===== config.mk =====
export PLATFORM = sky130hd
export DESIGN_NAME = ysyx_22050710_sram_arbiter_flat
export DESIGN_NICKNAME = d
export VERILOG_FILES = /design/src/rtl/ysyx_22050710_sram_arbiter_pkg.sv /design/src/rtl/ysyx_22050710_sram_arbiter_if.sv /design/src/rtl/ysyx_22050710_sram_arbiter_pick.sv /design/src/rtl/ysyx_22050710_sram_arbiter.sv /design/src/flat_wrapper.sv
export SDC_FILE = /design/constraint.sdc
export NUM_CORES = 1
export LEC_CHECK = 0
export ABC_AREA = 1
export CAP_MARGIN = 20
export CORE_AREA = 4 4 210 212
export CTS_CLUSTER_SIZE = 14
export DETAILED_ROUTE_END_ITERATION = 8
export DIE_AREA = 0 0 214 216
export SLEW_MARGIN = 20
export SYNTH_ARGS = -nofsm -noshare
export SYNTH_HDL_FRONTEND = slang
export SYNTH_HIERARCHICAL = 1
export SYNTH_SLANG_ARGS = --single-unit
export TNS_END_PERCENT = 20

===== constraint.sdc =====
create_clock -name i_clk -period 3.9 [get_ports i_clk]
set_clock_uncertainty 0.05 [all_clocks]
set_input_delay 0.975 -clock i_clk [delete_from_list [all_inputs] [get_ports i_clk]]
set_output_delay 0.975 -clock i_clk [all_outputs]
set_load 0.005 [all_outputs]

===== src/rtl/ysyx_22050710_sram_arbiter_pkg.sv =====
// Shared definitions for the SRAM arbiter: FSM state and owner encodings.
package ysyx_22050710_arb_defs;

  typedef enum logic [1:0] {
    ARB_IDLE = 2'd0,
    ARB_REQ  = 2'd1,
    ARB_RESP = 2'd2
  } arb_state_e;

  typedef enum logic {
    OWN_INST = 1'b0,
    OWN_DATA = 1'b1
  } arb_owner_e;

endpackage


===== src/rtl/ysyx_22050710_sram_arbiter_if.sv =====
// Bus bundle of the SRAM arbiter: inst requester, data requester and memory
// port. Signal names are seen from the arbiter (i_* into it, o_* out of it).
// slave modport: the arbiter itself; master modport: its environment.
interface ysyx_22050710_sram_arbiter_if #(
  parameter int SRAM_ADDR_WD = 64,
  parameter int SRAM_DATA_WD = 64,
  parameter int SRAM_MASK_WD = 8
);
  logic                    i_inst_req;
  logic [SRAM_ADDR_WD-1:0] i_inst_addr;
  logic                    o_inst_gnt;
  logic                    o_inst_rvalid;
  logic [SRAM_DATA_WD-1:0] o_inst_rdata;
  logic                    i_data_req;
  logic                    i_data_wen;
  logic [SRAM_ADDR_WD-1:0] i_data_addr;
  logic [SRAM_DATA_WD-1:0] i_data_wdata;
  logic [SRAM_MASK_WD-1:0] i_data_wmask;
  logic                    o_data_gnt;
  logic                    o_data_rvalid;
  logic [SRAM_DATA_WD-1:0] o_data_rdata;
  logic                    o_mem_req;
  logic                    o_mem_wen;
  logic [SRAM_ADDR_WD-1:0] o_mem_addr;
  logic [SRAM_DATA_WD-1:0] o_mem_wdata;
  logic [SRAM_MASK_WD-1:0] o_mem_wmask;
  logic                    i_mem_gnt;
  logic                    i_mem_rvalid;
  logic [SRAM_DATA_WD-1:0] i_mem_rdata;

  modport slave (
    input  i_inst_req, i_inst_addr,
    output o_inst_gnt, o_inst_rvalid, o_inst_rdata,
    input  i_data_req, i_data_wen, i_data_addr, i_data_wdata, i_data_wmask,
    output o_data_gnt, o_data_rvalid, o_data_rdata,
    output o_mem_req, o_mem_wen, o_mem_addr, o_mem_wdata, o_mem_wmask,
    input  i_mem_gnt, i_mem_rvalid, i_mem_rdata
  );

  modport master (
    output i_inst_req, i_inst_addr,
    input  o_inst_gnt, o_inst_rvalid, o_inst_rdata,
    output i_data_req, i_data_wen, i_data_addr, i_data_wdata, i_data_wmask,
    input  o_data_gnt, o_data_rvalid, o_data_rdata,
    input  o_mem_req, o_mem_wen, o_mem_addr, o_mem_wdata, o_mem_wmask,
    output i_mem_gnt, i_mem_rvalid, i_mem_rdata
  );
endinterface


===== src/rtl/ysyx_22050710_sram_arbiter_pick.sv =====
// Winner select for the SRAM arbiter.
// Default: data has fixed priority over inst.
// With YSYX_22050710_ARB_RR_EN defined: round-robin on ties using a
// last_owner flop that updates on every grant (resets to DATA, so inst wins
// the first tie).
module ysyx_22050710_arb_pick
  import ysyx_22050710_arb_defs::*;
(
`ifdef YSYX_22050710_ARB_RR_EN
  input  logic       i_clk,
  input  logic       i_rst_n,
  input  logic       i_gnt_fire,
`endif
  input  logic       i_inst_req,
  input  logic       i_data_req,
  output logic       o_any_req,
  output arb_owner_e o_winner
);

  assign o_any_req = i_inst_req | i_data_req;

`ifdef YSYX_22050710_ARB_RR_EN
  arb_owner_e r_last_owner;

  // Remember who was granted last so a tie goes to the other requester.
  always_ff @(posedge i_clk or negedge i_rst_n) begin
    if (!i_rst_n) begin
      r_last_owner <= OWN_DATA;
    end else if (i_gnt_fire) begin
      r_last_owner <= o_winner;
    end
  end

  // Tie goes to the requester not granted last; a lone request always wins.
  always_comb begin
    o_winner = OWN_INST;
    if (i_inst_req && i_data_req) begin
      o_winner = (r_last_owner == OWN_DATA) ? OWN_INST : OWN_DATA;
    end else if (i_data_req) begin
      o_winner = OWN_DATA;
    end else begin
      o_winner = OWN_INST;
    end
  end
`else
  // Data wins whenever it asks; otherwise inst.
  always_comb begin
    o_winner = OWN_INST;
    if (i_data_req) begin
      o_winner = OWN_DATA;
    end else begin
      o_winner = OWN_INST;
    end
  end
`endif

endmodule


===== src/rtl/ysyx_22050710_sram_arbiter.sv =====
// Two-requester SRAM arbiter: inst fetch and load/store share one memory port.
// IDLE grants a winner and buffers its request, REQ presents the buffer to the
// memory until gnt, RESP waits for rvalid and routes it back to the owner.
// Optional macro YSYX_22050710_ARB_RR_EN selects round-robin arbitration.
module ysyx_22050710_sram_arbiter
  import ysyx_22050710_arb_defs::*;
#(
  parameter int SRAM_ADDR_WD = 64,
  parameter int SRAM_DATA_WD = 64,
  parameter int SRAM_MASK_WD = 8
) (
  input logic                         i_clk,
  input logic                         i_rst_n,
  ysyx_22050710_sram_arbiter_if.slave bus
);

  arb_state_e              r_state;
  arb_state_e              w_state_nxt;
  arb_owner_e              r_owner;
  arb_owner_e              w_winner;
  logic                    w_any_req;
  logic                    w_grant;
  logic                    w_resp_fire;
  logic                    r_buf_wen;
  logic [SRAM_ADDR_WD-1:0] r_buf_addr;
  logic [SRAM_DATA_WD-1:0] r_buf_wdata;
  logic [SRAM_MASK_WD-1:0] r_buf_wmask;

  // Gated by reset so that a held request cannot raise gnt during reset.
  assign w_grant = i_rst_n & (r_state == ARB_IDLE) & w_any_req;

  ysyx_22050710_arb_pick u_pick (
`ifdef YSYX_22050710_ARB_RR_EN
    .i_clk      (i_clk),
    .i_rst_n    (i_rst_n),
    .i_gnt_fire (w_grant),
`endif
    .i_inst_req (bus.i_inst_req),
    .i_data_req (bus.i_data_req),
    .o_any_req  (w_any_req),
    .o_winner   (w_winner)
  );

  // Next-state logic and detection of the response that ends a transaction.
  always_comb begin
    w_state_nxt = r_state;
    w_resp_fire = 1'b0;
    case (r_state)
      ARB_IDLE: begin
        if (w_grant) begin
          w_state_nxt = ARB_REQ;
        end else begin
          w_state_nxt = ARB_IDLE;
        end
      end
      ARB_REQ: begin
        if (bus.i_mem_gnt && bus.i_mem_rvalid) begin
          w_resp_fire = 1'b1;
          w_state_nxt = ARB_IDLE;
        end else if (bus.i_mem_gnt) begin
          w_state_nxt = ARB_RESP;
        end else begin
          w_state_nxt = ARB_REQ;
        end
      end
      ARB_RESP: begin
        if (bus.i_mem_rvalid) begin
          w_resp_fire = 1'b1;
          w_state_nxt = ARB_IDLE;
        end else begin
          w_state_nxt = ARB_RESP;
        end
      end
      default: begin
        w_state_nxt = ARB_IDLE;
      end
    endcase
  end

  // FSM state register.
  always_ff @(posedge i_clk or negedge i_rst_n) begin
    if (!i_rst_n) begin
      r_state <= ARB_IDLE;
    end else begin
      r_state <= w_state_nxt;
    end
  end

  // Capture the winner and its request on the grant; inst is always a read.
  always_ff @(posedge i_clk or negedge i_rst_n) begin
    if (!i_rst_n) begin
      r_owner     <= OWN_INST;
      r_buf_wen   <= 1'b0;
      r_buf_addr  <= '0;
      r_buf_wdata <= '0;
      r_buf_wmask <= '0;
    end else if (w_grant) begin
      r_owner <= w_winner;
      if (w_winner == OWN_DATA) begin
        r_buf_wen   <= bus.i_data_wen;
        r_buf_addr  <= bus.i_data_addr;
        r_buf_wdata <= bus.i_data_wdata;
        r_buf_wmask <= bus.i_data_wmask;
      end else begin
        r_buf_wen   <= 1'b0;
        r_buf_addr  <= bus.i_inst_addr;
        r_buf_wdata <= '0;
        r_buf_wmask <= '0;
      end
    end
  end

  assign bus.o_inst_gnt    = w_grant & (w_winner == OWN_INST);
  assign bus.o_data_gnt    = w_grant & (w_winner == OWN_DATA);
  assign bus.o_inst_rvalid = w_resp_fire & (r_owner == OWN_INST);
  assign bus.o_data_rvalid = w_resp_fire & (r_owner == OWN_DATA);
  assign bus.o_inst_rdata  = bus.o_inst_rvalid ? bus.i_mem_rdata : '0;
  assign bus.o_data_rdata  = bus.o_data_rvalid ? bus.i_mem_rdata : '0;

  // The memory side only ever sees the buffered request.
  assign bus.o_mem_req   = (r_state == ARB_REQ);
  assign bus.o_mem_wen   = r_buf_wen;
  assign bus.o_mem_addr  = r_buf_addr;
  assign bus.o_mem_wdata = r_buf_wdata;
  assign bus.o_mem_wmask = r_buf_wmask;

endmodule


===== src/flat_wrapper.sv =====
// flat-port wrapper written by rule: the top's interface ports become plain ports
module ysyx_22050710_sram_arbiter_flat import ysyx_22050710_arb_defs::*;
#(
  parameter int SRAM_ADDR_WD = 64,
  parameter int SRAM_DATA_WD = 64,
  parameter int SRAM_MASK_WD = 8
)
  (i_clk, i_rst_n, bus_i_inst_req, bus_i_inst_addr, bus_o_inst_gnt, bus_o_inst_rvalid, bus_o_inst_rdata, bus_i_data_req, bus_i_data_wen, bus_i_data_addr, bus_i_data_wdata, bus_i_data_wmask, bus_o_data_gnt, bus_o_data_rvalid, bus_o_data_rdata, bus_o_mem_req, bus_o_mem_wen, bus_o_mem_addr, bus_o_mem_wdata, bus_o_mem_wmask, bus_i_mem_gnt, bus_i_mem_rvalid, bus_i_mem_rdata);
  ysyx_22050710_sram_arbiter_if #(.SRAM_ADDR_WD(SRAM_ADDR_WD), .SRAM_DATA_WD(SRAM_DATA_WD), .SRAM_MASK_WD(SRAM_MASK_WD)) bus_i ();
  input logic i_clk;
  input logic i_rst_n;
  input wire logic [$bits(bus_i.i_inst_req)-1:0] bus_i_inst_req;
  input wire logic [$bits(bus_i.i_inst_addr)-1:0] bus_i_inst_addr;
  output wire logic [$bits(bus_i.o_inst_gnt)-1:0] bus_o_inst_gnt;
  output wire logic [$bits(bus_i.o_inst_rvalid)-1:0] bus_o_inst_rvalid;
  output wire logic [$bits(bus_i.o_inst_rdata)-1:0] bus_o_inst_rdata;
  input wire logic [$bits(bus_i.i_data_req)-1:0] bus_i_data_req;
  input wire logic [$bits(bus_i.i_data_wen)-1:0] bus_i_data_wen;
  input wire logic [$bits(bus_i.i_data_addr)-1:0] bus_i_data_addr;
  input wire logic [$bits(bus_i.i_data_wdata)-1:0] bus_i_data_wdata;
  input wire logic [$bits(bus_i.i_data_wmask)-1:0] bus_i_data_wmask;
  output wire logic [$bits(bus_i.o_data_gnt)-1:0] bus_o_data_gnt;
  output wire logic [$bits(bus_i.o_data_rvalid)-1:0] bus_o_data_rvalid;
  output wire logic [$bits(bus_i.o_data_rdata)-1:0] bus_o_data_rdata;
  output wire logic [$bits(bus_i.o_mem_req)-1:0] bus_o_mem_req;
  output wire logic [$bits(bus_i.o_mem_wen)-1:0] bus_o_mem_wen;
  output wire logic [$bits(bus_i.o_mem_addr)-1:0] bus_o_mem_addr;
  output wire logic [$bits(bus_i.o_mem_wdata)-1:0] bus_o_mem_wdata;
  output wire logic [$bits(bus_i.o_mem_wmask)-1:0] bus_o_mem_wmask;
  input wire logic [$bits(bus_i.i_mem_gnt)-1:0] bus_i_mem_gnt;
  input wire logic [$bits(bus_i.i_mem_rvalid)-1:0] bus_i_mem_rvalid;
  input wire logic [$bits(bus_i.i_mem_rdata)-1:0] bus_i_mem_rdata;
  assign bus_i.i_inst_req = bus_i_inst_req;
  assign bus_i.i_inst_addr = bus_i_inst_addr;
  assign bus_o_inst_gnt = bus_i.o_inst_gnt;
  assign bus_o_inst_rvalid = bus_i.o_inst_rvalid;
  assign bus_o_inst_rdata = bus_i.o_inst_rdata;
  assign bus_i.i_data_req = bus_i_data_req;
  assign bus_i.i_data_wen = bus_i_data_wen;
  assign bus_i.i_data_addr = bus_i_data_addr;
  assign bus_i.i_data_wdata = bus_i_data_wdata;
  assign bus_i.i_data_wmask = bus_i_data_wmask;
  assign bus_o_data_gnt = bus_i.o_data_gnt;
  assign bus_o_data_rvalid = bus_i.o_data_rvalid;
  assign bus_o_data_rdata = bus_i.o_data_rdata;
  assign bus_o_mem_req = bus_i.o_mem_req;
  assign bus_o_mem_wen = bus_i.o_mem_wen;
  assign bus_o_mem_addr = bus_i.o_mem_addr;
  assign bus_o_mem_wdata = bus_i.o_mem_wdata;
  assign bus_o_mem_wmask = bus_i.o_mem_wmask;
  assign bus_i.i_mem_gnt = bus_i_mem_gnt;
  assign bus_i.i_mem_rvalid = bus_i_mem_rvalid;
  assign bus_i.i_mem_rdata = bus_i_mem_rdata;
  ysyx_22050710_sram_arbiter #(.SRAM_ADDR_WD(SRAM_ADDR_WD), .SRAM_DATA_WD(SRAM_DATA_WD), .SRAM_MASK_WD(SRAM_MASK_WD)) u_core (.i_clk(i_clk), .i_rst_n(i_rst_n), .bus(bus_i));
endmodule

Yosys cells after proc, flatten, opt, wreduce, memory -nomap -nowiden. Index checks and enable logic that the tools add are counted.

Register bits after elaboration: 140. Input bits: 271. Output and inout bits: 270. Word-level logic and storage cells: 34.

Eq/ne operators: 2. Mux-type cells: 15. Bitwise operators: 9. Reduce and logical (&&, ||, !) cells: 2.

Operators by type and width (count): $mux 64 (4); $mux 8 (1); $and 1x1->1 (6); $mux 2 (3); $pmux 2 s3 (1); $mux 1 (5); $eq 2x1->1 const B (1); $eq 2x2->1 const B (1); $logic_not 2->1 (1); $not 1->1 (2); $pmux 1 s2 (1); $logic_and 1x1->1 (1); $or 1x1->1 (1).

Logic depth before layout (Yosys ltp).
Word-level depth: 5. Mapped depth: 8. Depth with buffers taken out: 6.

Cells and area by module. The synthesis kept the hierarchy.

By module, submodules not included: ysyx_22050710_sram_arbiter (instances 1, cells each 1029, area an instance 7148.1 um^2, sequential area each 3503.4 um^2); ysyx_22050710_arb_pick (instances 1, cells each 4, area an instance 18.8 um^2, sequential area each 0.0 um^2).

Worst setup path after synthesis. No wires, ideal clock.

Path kind: input to output. From: in bus_i_inst_req. To: out bus_o_data_gnt. Arrival: 1.613 ns. Path slack: 1.262 ns. Cell stages on the path: 6. Buffers on the path: 2. Cells stage by stage: inv_1 > nand2_1 > nand3_4 > buf_6 > buf_2 > nor2_1.

Cells in the longest elaborated chain, start to end: 3.

Ends and longest elaborated chain: start, declared (line flat_wrapper.sv:12) `input wire logic [$bits(bus_i.i_inst_req)-1:0] bus_i_inst_req;`; $or 1x1->1 (line ysyx_22050710_sram_arbiter_pick.sv:20) `assign o_any_req = i_inst_req | i_data_req;`; named net u_core.w_any_req (line ysyx_22050710_sram_arbiter.sv:21) `logic w_any_req;`; $and 1x1->1 (line ysyx_22050710_sram_arbiter.sv:30) `assign w_grant = i_rst_n & (r_state == ARB_IDLE) & w_any_req;`; $and 1x1->1 (line ysyx_22050710_sram_arbiter.sv:114) `assign bus.o_data_gnt = w_grant & (w_winner == OWN_DATA);`; end, declared (line flat_wrapper.sv:22) `output wire logic [$bits(bus_i.o_data_gnt)-1:0] bus_o_data_gnt;`.

The timed path passes the listed nets, and every way through them passes these cells.

Final worst setup path.
From: in bus_i_mem_gnt. To: out bus_o_inst_rdata[28].

Cells in the longest elaborated chain, start to end: 5.

Ends and longest elaborated chain: start, declared (line flat_wrapper.sv:30) `input wire logic [$bits(bus_i.i_mem_gnt)-1:0] bus_i_mem_gnt;`; $logic_and 1x1->1 (line ysyx_22050710_sram_arbiter.sv:57) `if (bus.i_mem_gnt && bus.i_mem_rvalid) begin`; $mux 1 (line ysyx_22050710_sram_arbiter.sv:57); $pmux 1 s2 (line ysyx_22050710_sram_arbiter.sv:48) `case (r_state)`; $and 1x1->1 (line ysyx_22050710_sram_arbiter.sv:115) `assign bus.o_inst_rvalid = w_resp_fire & (r_owner == OWN_INST);`; $mux 64 (line ysyx_22050710_sram_arbiter.sv:117) `assign bus.o_inst_rdata = bus.o_inst_rvalid ? bus.i_mem_rdata : '0;`; end, declared (line flat_wrapper.sv:16) `output wire logic [$bits(bus_i.o_inst_rdata)-1:0] bus_o_inst_rdata;`.

No other way between the ends.

==> run summary <==
#FFs+latches synth = 140
Max rail drop VDD = 0.260 mV
Crit end category = primary output
Clock transition at path regs = 70 ps
Routed Antenna Nets = 0
Die W = 214 um
Status = finished clean
Worst Path Max Fanout = 25
Grt ovf = 0
Startpoint types = input port
Commonest non-fill, non-tap cell in the layout = nand2_1
DRC Markers = 0
Period minus WS final = 3790 ps
FMAX = 264 MHz
Mapped Nets = 1308
Drt pass-1 iters = 5
Half-perimeter wire length after placement = 28600 um
Sequential share of the synthesized area = 48.9%
CTS tree = built
Final setup TNS = 0 ps
Synthesized area per cell = 6.94 um^2
Power per standard cell area = 471 mW/mm^2
Reg2Reg Launch Point = u_core/r_state[0]$_DFF_PN0_
Syn Std Cell Area = 0.00717 mm^2
CTS Hold Bufs = 0
Final Hold Viols = 0
Area Growth Syn to Fin = 90.5%
CORE AREA = 0.0419 mm^2
Final Max Tran Viols = 0
Vias in the first global route = 8192
Tightest Pin Transition = 889 ps
Worst slew margin = 40.7%
Post-Syn Instances = 1033
Final worst-path cycle share = 97.1%
Hold WC Path Type = in -> async
Gpl congestion = 0.957
Cts bufs inserted = 17
Top cell type's share of synthesized area = 48.9%
Area leader, netlist = dfrtp_1
Root Driver = clkbuf_16
Unrepaired setup endpoints after global routing = no
Area of the multi-input gates = 0.00298 mm^2
Routed WL = 36200 um
Clock Path Buffers = 2
Final core occ = 32.5%
FF/Latch Area = 0.00350 mm^2
Distinct cells, synth = 16
Crit path DAT = 2760 ps
Via count = 8226
Die Y = 216 um
Num rows = 75
Max-cap viol count = 0
I/O Buffers = 540
Clk_lat worst skew = 420 ps
Post-CTS setup buffer count = 0
CP Launch Point = bus_i_mem_gnt
Vias per cell = 3.93
GRT Overall Usage = 14.9%
Largest net degree at the start of global routing = 141
1st-iter DRT viols = 409
Most frequent cells in the layout = nand2_1 (536), clkdlybuf4s50_1 (533), dfrtp_1 (140)
Drt wl/cell = 17.3 um
First-pass GRT wire length = 52500 um
Fill count = 4472
Initial antenna violation count = 1
Fin nets = 1815
H-tree depth = 4
Die Footprint = 0.0462 mm^2
Final setup violating endpoints = 0
Starting density of the core = 17.1%
Clk sinks = 140
Setup CP Type = in -> out
Synth Warn # = 6
Pleak = 6.47 nW
WP data required = 2870 ps
PnR Total Power = 6.43 mW
Top-Level Pins = 541
Top cells by area, synth = dfrtp_1 (49%), nand2_1 (28%), nor2_1 (6.9%), inv_1 (3.9%), o21ai_0 (3.9%)
Share of cells above drive strength 1 = 3.80%
==> cell type report <==
| type | instances | area share [%] |
|---|---|---|
| multi-input cells | 750 | 21.8 |
| well taps | 539 | 4.94 |
| clock inverters | 13 | 1.33 |
| repair buffers | 554 | 40.9 |
| clock buffers | 19 | 3.24 |
| inverters | 77 | 2.12 |
| diodes | 1 | 0.0183 |
| flip-flops and latches | 140 | 25.7 |
==> worst paths after layout <==
kind	to	cells past startpoint	slack, ps
max	bus_o_inst_rdata[28]	8	110
min	u_core/bus.o_mem_wdata[17]$_DFFE_PN0N_	1	330
max reg2reg	u_core/bus.o_mem_wdata[29]$_DFFE_PN0N_	6	1650
min reg2reg	u_core/bus.o_mem_addr[18]$_DFFE_PN0N_	2	430
max in group asynchronous	u_core/bus.o_mem_wmask[0]$_DFFE_PN0N_	2	2340
min in group i_clk	u_core/bus.o_mem_addr[18]$_DFFE_PN0N_	2	430
==> kinds of logic after synthesis <==
group | share of synthesized area [%]
and+or+nand+nor | 35.4
buffers and inverters | 9.81
AOI/OAI and AO/OA | 5.24
DFF | 48.9
adders and majority gates | 0.698
==> metrics by stage <==
| step | hold WS, ps | instance area (um^2) | worst slack [ps] | std cells |
|---|---|---|---|---|
| 6_report | 326 | 13700 | 111 | 2093 |
| 3_5_place_dp | 414 | 13000 | 76.2 | 2059 |
| 2_1_floorplan | 422 | 7170 | 1260 | 1033 |
| 4_1_cts | 303 | 13600 | 71.4 | 2091 |
| 3_3_place_gp | 411 | 13000 | 132 | 2059 |
| 5_1_grt | 312 | 13600 | 8.04 | 2092 |
==> worst max-delay path, cell delays in order <==
cell and delay [ps]:
clkdlybuf4s50_1 500, nand2_1 70, nand2_2 100, nand3_4 110, buf_12 180, buf_4 190, nor2_1 110, clkdlybuf4s50_1 520
==> registers in the layout, indices dropped and copies added (netlist names) <==
signal / cells
u_core/bus.o_mem_addr: 64
u_core/bus.o_mem_wdata: 64
u_core/bus.o_mem_wmask: 8
u_core/r_state: 2
u_core/bus.o_mem_wen: 1
u_core/r_owner: 1
==> power by group <==
group          leakage (nW)  internal, mW  switching, mW
Combinational          4.37          1.41           1.05
Sequential             1.79          1.94          0.271
Clock                 0.303          1.04          0.705
==> cells in the mapped netlist <==
master and count:
buf_2 36, nand3_4 1, clkbuf_1 8, inv_1 75, nand2_1 537, nand3_1 2
buf_6 11, buf_4 10, a21oi_1 1, clkbuf_2 1, nor2_1 131, ha_1 4
o21ai_0 56, dfrtp_1 140, inv_2 2, o21ai_1 18
==> repair_timing <==
action,4_1_cts,5_1_grt
hold endpoints to repair,0,0
endpoints found under the setup margin,0,7
resized for setup,0,3
==> metal layers <==
layer | wire length, um | GRT usage, %
met2 | 19600 | 28.7
met4 | 1330 | 6.12
met3 | 2360 | 3.74
met5 | 13 | 0
met1 | 12900 | 15.3
Note: power is estimated with default switching activity, not from simulation.
